**src/rtl/s2p_frame_ctrl_if.sv**
```systemverilog
// Frame output bus between the serial front-end frame controller and the adaptive-filter core.
interface s2p_frame_ctrl_if #(
  parameter int W = 14
) ();
  // valid/ready: a frame transfers on every clk edge where frame_valid and frame_ready are both
  // high; while frame_valid is high and frame_ready low, the source holds all data fields stable.
  logic         frame_valid;
  logic         frame_ready;
  logic [W-1:0] buffer_2;
  logic [W-1:0] buffer_3;
  logic [W-1:0] reff;

  modport master (output frame_valid, buffer_2, buffer_3, reff, input frame_ready);
  modport slave  (input frame_valid, buffer_2, buffer_3, reff, output frame_ready);
endinterface

```
**src/rtl/s2p_frame_ctrl.sv**
```systemverilog
// Oversampled SPI-style word receiver plus header/slot framer feeding a valid/ready frame output.
module s2p_frame_ctrl #(
  parameter int           W           = 14,
  parameter logic [W-1:0] HEADER      = W'(14'h0FFF),
  parameter int           TIMEOUT     = 4096,
  parameter int           SYNC_STAGES = 2
) (
  input  logic             clk,
  input  logic             rst,
  input  logic             mosi,
  input  logic             sck,
  input  logic             cs,
  s2p_frame_ctrl_if.master fo,
  output logic             bit_err,
  output logic             timeout,
  output logic             overrun,
  output logic [15:0]      frame_cnt,
  output logic [1:0]       dbg_state
);

  localparam int BCW = $clog2(W + 2);
  localparam int GCW = $clog2(TIMEOUT + 1);
  localparam logic [BCW-1:0] BC_FULL = BCW'(W);
  localparam logic [BCW-1:0] BC_SAT  = BCW'(W + 1);
  localparam logic [GCW-1:0] GAP_MAX = GCW'(TIMEOUT);

  typedef enum logic [1:0] {HUNT = 2'd0, SLOT1 = 2'd1, SLOT2 = 2'd2} state_t;

  state_t                 state, state_nx;
  logic [SYNC_STAGES-1:0] mosi_sr, sck_sr, cs_sr;
  logic                   sck_d, cs_d;
  logic                   mosi_s, sck_s, cs_s;
  logic                   sck_rise, cs_rise, cs_fall;
  logic [W-1:0]           shift_q;
  logic [BCW-1:0]         bit_cnt;
  logic [GCW-1:0]         gap_cnt;
  logic [W-1:0]           hold_a;
  logic                   word_end, word_good;
  logic                   lat_a, frame_done, to_hit;
  logic                   xfer;
  logic [W-1:0]           reff_nx;

  assign mosi_s   = mosi_sr[SYNC_STAGES-1];
  assign sck_s    = sck_sr[SYNC_STAGES-1];
  assign cs_s     = cs_sr[SYNC_STAGES-1];
  assign sck_rise = sck_s & ~sck_d;
  assign cs_rise  = cs_s & ~cs_d;
  assign cs_fall  = ~cs_s & cs_d;
  assign word_end  = cs_rise;
  assign word_good = word_end && (bit_cnt == BC_FULL);
  assign dbg_state = state;

  always_ff @(posedge clk) begin
    if (rst) begin
      mosi_sr <= '0;
      sck_sr  <= '0;
      cs_sr   <= '0;
      sck_d   <= 1'b0;
      cs_d    <= 1'b0;
    end else begin
      mosi_sr <= {mosi_sr[SYNC_STAGES-2:0], mosi};
      sck_sr  <= {sck_sr[SYNC_STAGES-2:0], sck};
      cs_sr   <= {cs_sr[SYNC_STAGES-2:0], cs};
      sck_d   <= sck_s;
      cs_d    <= cs_s;
    end
  end

  // The bit counter saturates one past W so an over-long word can never alias back to W.
  always_ff @(posedge clk) begin
    if (rst) begin
      shift_q <= '0;
      bit_cnt <= '0;
    end else if (cs_rise || cs_fall) begin
      bit_cnt <= '0;
      if (cs_fall) shift_q <= '0;
    end else if (sck_rise && !cs_s) begin
      shift_q <= {shift_q[W-2:0], mosi_s};
      if (bit_cnt != BC_SAT) bit_cnt <= bit_cnt + 1'b1;
    end
  end

  always_ff @(posedge clk) begin
    if (rst) begin
      gap_cnt <= '0;
    end else if (state == HUNT || word_end) begin
      gap_cnt <= '0;
    end else if (gap_cnt != GAP_MAX) begin
      gap_cnt <= gap_cnt + 1'b1;
    end
  end

  always_ff @(posedge clk) begin
    if (rst) state <= HUNT;
    else     state <= state_nx;
  end

  // A word arriving in the same cycle the gap limit is reached wins over the timeout.
  always_comb begin
    state_nx   = state;
    lat_a      = 1'b0;
    frame_done = 1'b0;
    to_hit     = 1'b0;
    case (state)
      HUNT: begin
        if (word_good && shift_q == HEADER) state_nx = SLOT1;
      end
      SLOT1: begin
        if (word_end) begin
          if (word_good) begin
            lat_a    = 1'b1;
            state_nx = SLOT2;
          end else begin
            state_nx = HUNT;
          end
        end else if (gap_cnt == GAP_MAX) begin
          to_hit   = 1'b1;
          state_nx = HUNT;
        end
      end
      SLOT2: begin
        if (word_end) begin
          frame_done = word_good;
          state_nx   = HUNT;
        end else if (gap_cnt == GAP_MAX) begin
          to_hit   = 1'b1;
          state_nx = HUNT;
        end
      end
      default: state_nx = HUNT;
    endcase
  end

  always_ff @(posedge clk) begin
    if (rst) begin
      hold_a  <= '0;
      bit_err <= 1'b0;
      timeout <= 1'b0;
    end else begin
      if (lat_a) hold_a <= shift_q;
      bit_err <= word_end && !word_good;
      timeout <= to_hit;
    end
  end

  // The slot-2 word is still in the shift register on frame_done, so it feeds the outputs directly.
  assign xfer    = fo.frame_valid && fo.frame_ready;
  assign reff_nx = {1'b0, hold_a[W-1:1]} + {1'b0, shift_q[W-1:1]};

  always_ff @(posedge clk) begin
    if (rst) begin
      fo.frame_valid <= 1'b0;
      fo.buffer_2    <= '0;
      fo.buffer_3    <= '0;
      fo.reff        <= '0;
      overrun        <= 1'b0;
      frame_cnt      <= '0;
    end else begin
      if (frame_done) begin
        if (!fo.frame_valid || fo.frame_ready) begin
          fo.buffer_2    <= hold_a;
          fo.buffer_3    <= shift_q;
          fo.reff        <= reff_nx;
          fo.frame_valid <= 1'b1;
        end else begin
          overrun <= 1'b1;
        end
      end else if (xfer) begin
        fo.frame_valid <= 1'b0;
      end
      if (xfer) frame_cnt <= frame_cnt + 16'd1;
    end
  end

endmodule

```
**src/flat_wrapper.sv**
```systemverilog
// flat-port wrapper written by rule: the top's interface ports become plain ports
module s2p_frame_ctrl_flat 
#(
  parameter int           W           = 14,
  parameter logic [W-1:0] HEADER      = W'(14'h0FFF),
  parameter int           TIMEOUT     = 4096,
  parameter int           SYNC_STAGES = 2
)
  (clk, rst, mosi, sck, cs, bit_err, timeout, overrun, frame_cnt, dbg_state, fo_frame_valid, fo_buffer_2, fo_buffer_3, fo_reff, fo_frame_ready);
  s2p_frame_ctrl_if #(.W(W)) fo_i ();
  input  logic clk;
  input  logic rst;
  input  logic mosi;
  input  logic sck;
  input  logic cs;
  output logic bit_err;
  output logic timeout;
  output logic overrun;
  output logic [15:0] frame_cnt;
  output logic [1:0] dbg_state;
  output wire logic [$bits(fo_i.frame_valid)-1:0] fo_frame_valid;
  output wire logic [$bits(fo_i.buffer_2)-1:0] fo_buffer_2;
  output wire logic [$bits(fo_i.buffer_3)-1:0] fo_buffer_3;
  output wire logic [$bits(fo_i.reff)-1:0] fo_reff;
  input wire logic [$bits(fo_i.frame_ready)-1:0] fo_frame_ready;
  assign fo_frame_valid = fo_i.frame_valid;
  assign fo_buffer_2 = fo_i.buffer_2;
  assign fo_buffer_3 = fo_i.buffer_3;
  assign fo_reff = fo_i.reff;
  assign fo_i.frame_ready = fo_frame_ready;
  s2p_frame_ctrl #(.W(W), .HEADER(HEADER), .TIMEOUT(TIMEOUT), .SYNC_STAGES(SYNC_STAGES)) u_core (.clk(clk), .rst(rst), .mosi(mosi), .sck(sck), .cs(cs), .fo(fo_i), .bit_err(bit_err), .timeout(timeout), .overrun(overrun), .frame_cnt(frame_cnt), .dbg_state(dbg_state));
endmodule
```
**config.mk**
```make
export PLATFORM = sky130hd
export DESIGN_NAME = s2p_frame_ctrl_flat
export DESIGN_NICKNAME = d
export VERILOG_FILES = /design/src/rtl/s2p_frame_ctrl_if.sv /design/src/rtl/s2p_frame_ctrl.sv /design/src/flat_wrapper.sv
export SDC_FILE = /design/constraint.sdc
export NUM_CORES = 1
export LEC_CHECK = 0
export ABC_AREA = 1
export CAP_MARGIN = 20
export CORE_MARGIN = 2
export CORE_UTILIZATION = 55
export DETAILED_ROUTE_END_ITERATION = 10
export PLACE_DENSITY = 0.79
export SYNTH_ARGS = -nofsm -noshare
export SYNTH_HDL_FRONTEND = slang
export SYNTH_SLANG_ARGS = --single-unit
```
**constraint.sdc**
```tcl
create_clock -name clk -period 2.7 [get_ports clk]
set_input_delay 0.81 -clock clk [delete_from_list [all_inputs] [get_ports clk]]
set_output_delay 0.81 -clock clk [all_outputs]
set_load 0.03 [all_outputs]
```
# ---- Yosys cells after proc, flatten, opt, wreduce, memory -nomap -nowiden
# Cells that the tools add are included.
dict set report classes {
  eq_ne 10
  n_reduce_logical 23
  add_sub_neg 4
  mux 18
  bitwise 8
}
# op n
set op_table {}
lappend op_table {{$mux 14} 3}
lappend op_table {{$add 16x1->16 const B} 1}
lappend op_table {{$add 13x13->14} 1}
lappend op_table {{$eq 14x12->1 const B} 1}
lappend op_table {{$add 13x1->13 const B} 1}
lappend op_table {{$eq 13x13->1 const B} 1}
lappend op_table {{$ne 13x13->1 const B} 1}
lappend op_table {{$mux 2} 5}
lappend op_table {{$reduce_and 2->1} 5}
lappend op_table {{$mux 1} 9}
lappend op_table {{$pmux 2 s3} 1}
lappend op_table {{$reduce_or 2->1} 3}
lappend op_table {{$logic_and 1x1->1} 5}
lappend op_table {{$not 1->1} 5}
lappend op_table {{$add 4x1->4 const B} 1}
lappend op_table {{$eq 4x4->1 const B} 1}
lappend op_table {{$ne 2x2->1 const B} 2}
lappend op_table {{$ne 4x4->1 const B} 1}
lappend op_table {{$reduce_bool 2->1} 2}
lappend op_table {{$and 1x1->1} 3}
lappend op_table {{$logic_not 1->1} 3}
lappend op_table {{$logic_or 1x1->1} 3}
lappend op_table {{$reduce_or 3->1} 1}
lappend op_table {{$eq 2x1->1 const B} 1}
lappend op_table {{other kinds (3)} 3}
dict set report totals {
  elab_cells 81
  output_inout_bits 64
  inputBits 6
  reg_bits 117
}

# ---- Logic depth before layout (Yosys ltp)
dict set report depth {
  word_depth 7
  ltp_mapped 11
  mapped_depth_nobuf 11
}

# ---- Worst setup path before layout
# No wires, ideal clock.
dict set report synth_timing {
  kind {in2reg}
  startpoint {input port fo_frame_ready}
  endpoint {register u_core.frame_cnt[13]}
  n_path_buf 0
  path_slack_ns 0.933
  stages 9
  setup_time_ns 0.116
  required_time_ns 2.584
  arrival_time_ns 1.652
  path_cell_list {nand2_2 -> inv_1 -> nand2_1 -> nor2_1 -> nand4_1 -> inv_1 -> nand3_1 -> nand2_1 -> nor2_1}
}
dict set report synth_via {
  elab_chain_cells 1
}
# element line_no
set synth_rtl {}
lappend synth_rtl {{start, declared} flat_wrapper.sv:25} ;# input wire logic [$bits(fo_i.frame_ready)-1:0] fo_frame_ready;
lappend synth_rtl {{$logic_and 1x1->1} s2p_frame_ctrl.sv:147} ;# assign xfer = fo.frame_valid && fo.frame_ready;
lappend synth_rtl {{end signal, assigned} s2p_frame_ctrl.sv:171} ;# if (xfer) frame_cnt <= frame_cnt + 16'd1;
lappend synth_rtl {{end, declared} s2p_frame_ctrl.sv:17} ;# output logic [15:0] frame_cnt,
# Every way passes these cells.
# A chain may end at the register's enable or synchronous reset.

# ---- Worst setup path after layout
dict set report layout_timing {
  startpoint {register u_core.state[0] (netlist: u_core.dbg_state[0])}
  endpoint {output port dbg_state[0]}
}
# element line_no
set layout_lines {}
lappend layout_lines {{start, declared} s2p_frame_ctrl.sv:29} ;# state_t state, state_nx;
lappend layout_lines {{start signal, assigned} s2p_frame_ctrl.sv:95} ;# else state <= state_nx;
lappend layout_lines {{end, declared} flat_wrapper.sv:20} ;# output logic [1:0] dbg_state;
# No word-level cell between the ends.

==> results.txt <==
----------------------------------------------------
[Run status]
  Result of the run ... finished clean

[CTS]
  Post-CTS setup buffer count ... 0
  Hold buffer count at CTS ... 0
  Total of cells resized after clock tree synthesis ... 0
  Number of sinks driven by the clock tree ... 117
  Worst-Skew Late Latency ... 0.51 ns
  Clock root buffer ... sky130_fd_sc_hd__clkbuf_8
  Number of H-tree levels ... 4
  Clock tree from TritonCTS ... built
  Buffer levels on the longest clock path ... 2
  Clock slew at the register clock pins of the worst setup and hold paths ... 0.05 ns
  Cts bufs inserted ... 17

[Detailed routing]
  Total via count in the routed design ... 5104
  Routed wire per std cell ... 13.6 µm
  DR iter-0 viols ... 254
  Vias per Instance ... 5.21
  Number of remaining DRC errors ... 0
  Number of routed nets with antenna violations ... 0
  Initial DRT Pass Iterations ... 5
  Post-detailed-routing wire length ... 13300 µm

[Setup path]
  Cell-by-cell trace of the critical path ... clkdlybuf4s50_1
  Maximum fanout count along the critical path ... 5
  Crit path max-delay cell type ... sky130_fd_sc_hd__clkdlybuf4s50_1
  R2r setup slk ... 0.51 ns
  Required time of the critical path ... 1.89 ns
  Critical R2R Capture ... u_core.gap_cnt[4]
  Kind of start point of the critical path ... flip-flop
  Worst endpoint data arrival time ... 1.66 ns
  R2R depth ... 6
  CP Class ... flip-flop to output port
  CP top delay family ... buffers and inverters
  Kind of end point of the critical path ... output port
  Worst path buffer plus inverter count ... 1
  Delay of the slowest cell on the worst path ... 0.72 ns
  Origin of the critical flop-to-flop path ... u_core.dbg_state[0]

[Place]
  Port Buf Inserts ... 69
  Half-perimeter wire length after detailed placement ... 9350 µm
  Setup slack after placement ... 0.267 ns
  Global placer's final weighted congestion ... 0.884

[Min path]
  Beginning of the worst hold path ... u_core.sck_sr[0]
  HP Class ... flip-flop to flip-flop
  Hold path cells ... 2
  Hold Path End ... u_core.sck_sr[1]

[Floorplan]
  Total core area ... 9770 µm²
  Core Rows ... 36
  Height of the chip ... 104 µm
  Chip Width ... 104 µm
  Ports ... 70
  Initial cell density of the core ... 0.566
  Floorplan die area ... 10900 µm²

[Synth]
  Net count of the mapped netlist ... 799
  Part of the Yosys area used for sequential elements ... 0.424
  Flip-flop and latch count after synthesis ... 117
  Yosys warning total ... 0
  Count of different cell masters after synthesis ... 33
  Mapped Area ... 5530 µm²
  Post-synthesis instance total ... 768
  Average size of a mapped cell ... 7.20 µm²

[Finish]
  Number of nets in the final layout ... 869
  Diode insertion count for antenna repair ... 0
  Layout cells sized above 1 ... 0.0662
  Layout overhead on the synthesized area ... 23.1%

[Power and ir drop]
  Power per standard cell area ... 558 nW/µm²
  Leak ... 0.00282 µW
  Peak VDD IR ... 561 µV

[STA]
  Setup TNS Final ... 0 ns
  Total of endpoints with negative setup slack in the final report ... 0
  Number of failing hold endpoints at the final stage ... 0
  Final Max Tran Viols ... 0
  Final Skew ... 0.00796 ns
  Share of the clock period used by the worst path after layout ... 0.916
  Worst max-slew margin expressed relative to the limit ... 0.284
  Max Clock Freq ... 404 MHz
  Pin slew with the least headroom to its limit ... 1.07 ns
  Unrepaired setup endpoints after global routing ... false
  Crit path time final ... 2.47 ns
  Worst-case setup margin in the final layout ... 0.227 ns

[Global routing]
  Via count of the first global-routing pass ... 4983
  Antenna violations before repair ... 0
  Gr usage total ... 0.251
  Remaining global-route overflow ... 0
  First-pass GRT wire length ... 22400 µm
  Pin count of the biggest net entering global routing ... 67

[Run]
  Max Cap Viol ... 0

----------------------------------------------------
kinds of logic after synthesis:
logic type      count (synthesis)  share of synthesized area
simple gates                  308                      0.236
fa+ha+maj                      25                     0.0579
flops                         117                      0.424
buf+inv                       152                      0.112
xor+xnor                        8                     0.0127
compound gates                158                      0.157
Yosys cell counts:
master	n	area share
sky130_fd_sc_hd__nand2_1	160	0.11
sky130_fd_sc_hd__inv_1	124	0.084
sky130_fd_sc_hd__dfxtp_1	117	0.42
sky130_fd_sc_hd__a21oi_1	75	0.068
sky130_fd_sc_hd__nor2_1	67	0.045
sky130_fd_sc_hd__o21ai_0	49	0.044
sky130_fd_sc_hd__nand3_1	41	0.037
sky130_fd_sc_hd__ha_1	24	0.054
sky130_fd_sc_hd__o22ai_1	13	0.015
sky130_fd_sc_hd__nand2_2	11	0.012
sky130_fd_sc_hd__nand4_1	11	0.012
sky130_fd_sc_hd__a21oi_2	10	0.016
sky130_fd_sc_hd__nor3_1	10	0.0091
sky130_fd_sc_hd__o21a_1	10	0.014
sky130_fd_sc_hd__buf_2	9	0.0081
sky130_fd_sc_hd__clkbuf_1	8	0.0054
sky130_fd_sc_hd__nand3b_1	4	0.0054
sky130_fd_sc_hd__xnor2_1	4	0.0063
sky130_fd_sc_hd__xor2_1	4	0.0063
sky130_fd_sc_hd__buf_6	3	0.0061
sky130_fd_sc_hd__clkinv_1	2	0.0014
sky130_fd_sc_hd__a31oi_1	1	0.0011
sky130_fd_sc_hd__and2_1	1	0.0011
sky130_fd_sc_hd__buf_1	1	0.00068
sky130_fd_sc_hd__buf_4	1	0.0014
sky130_fd_sc_hd__buf_8	1	0.0027
sky130_fd_sc_hd__clkbuf_2	1	0.00090
sky130_fd_sc_hd__clkinv_2	1	0.00090
sky130_fd_sc_hd__fa_1	1	0.0036
sky130_fd_sc_hd__inv_2	1	0.00068
sky130_fd_sc_hd__nor2_4	1	0.0020
sky130_fd_sc_hd__nor4_1	1	0.0011
sky130_fd_sc_hd__or2_0	1	0.0011
metal layers:
layer	track usage	routed length, µm	part of all wire
met1	0.286	5790	0.44
met2	0.450	6720	0.51
met3	0.0633	464	0.035
met4	0.0956	306	0.023
met5	0	0	0
cells in the final DEF, fill, tap and decap left out, types with 10 or more instances in the layout:
| cell type | synthesis | layout |
|---|---|---|
| sky130_fd_sc_hd__dfxtp_1 | 117 | 117 |
| sky130_fd_sc_hd__nand3_1 | 41 | 41 |
| sky130_fd_sc_hd__o21a_1 | 10 | 10 |
| sky130_fd_sc_hd__o22ai_1 | 13 | 13 |
| sky130_fd_sc_hd__nor3_1 | 10 | 10 |
| sky130_fd_sc_hd__o21ai_0 | 49 | 49 |
| sky130_fd_sc_hd__a21oi_1 | 75 | 75 |
| sky130_fd_sc_hd__a21oi_2 | 10 | 10 |
| sky130_fd_sc_hd__nor2_1 | 67 | 67 |
| sky130_fd_sc_hd__nand2_1 | 160 | 160 |
| sky130_fd_sc_hd__inv_1 | 124 | 124 |
| sky130_fd_sc_hd__clkbuf_16 | 0 | 16 |
| sky130_fd_sc_hd__nand2_2 | 11 | 11 |
| sky130_fd_sc_hd__clkdlybuf4s50_1 | 0 | 68 |
| sky130_fd_sc_hd__nand4_1 | 11 | 11 |
| sky130_fd_sc_hd__ha_1 | 24 | 24 |
worst max-delay path by stage:
stage               depth (start not counted)  slack, ns              endpoint                start
CTS                                         1       0.20          dbg_state[0]  u_core.dbg_state[0]
floorplan                                   9       0.93  u_core.frame_cnt[13]       fo_frame_ready
finish                                      1       0.23          dbg_state[0]  u_core.dbg_state[0]
detailed placement                         10       0.27  u_core.frame_cnt[13]       fo_frame_ready
global route                                1       0.15          dbg_state[0]  u_core.dbg_state[0]
global placement                            8       0.35  u_core.frame_cnt[14]       fo_frame_ready
report_power, final:
group          total, µW  leakage (µW)  internal, µW  switching (µW)
Combinational       96.2       0.00162          30.2            66.0
Sequential          1740      0.000944          1740            5.61
Clock               1960      0.000251          1230             725
Total               3800       0.00282          3000             796
state kept, by name (all words and copies together), names as in the netlist:
signal	count
u_core.bit_cnt	4
u_core.bit_err	1
u_core.cs_d	1
u_core.cs_sr	2
u_core.dbg_state	2
u_core.fo.buffer_2	14
u_core.fo.buffer_3	14
u_core.fo.frame_valid	1
u_core.fo.reff	14
u_core.frame_cnt	16
u_core.gap_cnt	13
u_core.hold_a	14
u_core.mosi_sr	2
u_core.overrun	1
u_core.sck_d	1
u_core.sck_sr	2
u_core.shift_q	14
u_core.timeout	1
metrics by stage:
stage	hold WS [ns]	total power (µW)	utilization	std cells	cell area, µm²
6_report	0.403	3800	0.696	979	6810
4_1_cts	0.405	3820	0.696	979	6810
5_1_grt	0.438	3920	0.696	979	6810
2_1_floorplan	0.388	1840	-	768	5530
3_3_place_gp	0.391	1870	0.645	952	6300
3_5_place_dp	0.396	1870	0.645	952	6300
area by class of cell:
| class | instances | area [µm²] |
|---|---|---|
| clock buffers | 21 | 449 |
| well taps | 133 | 166 |
| multi-input cells | 499 | 2570 |
| inverters | 128 | 482 |
| repair buffers | 75 | 743 |
| fillers | 783 | 2970 |
| clock inverters | 6 | 57.6 |
| flip-flops and latches | 117 | 2340 |
Power figures use the tool's default switching activity.
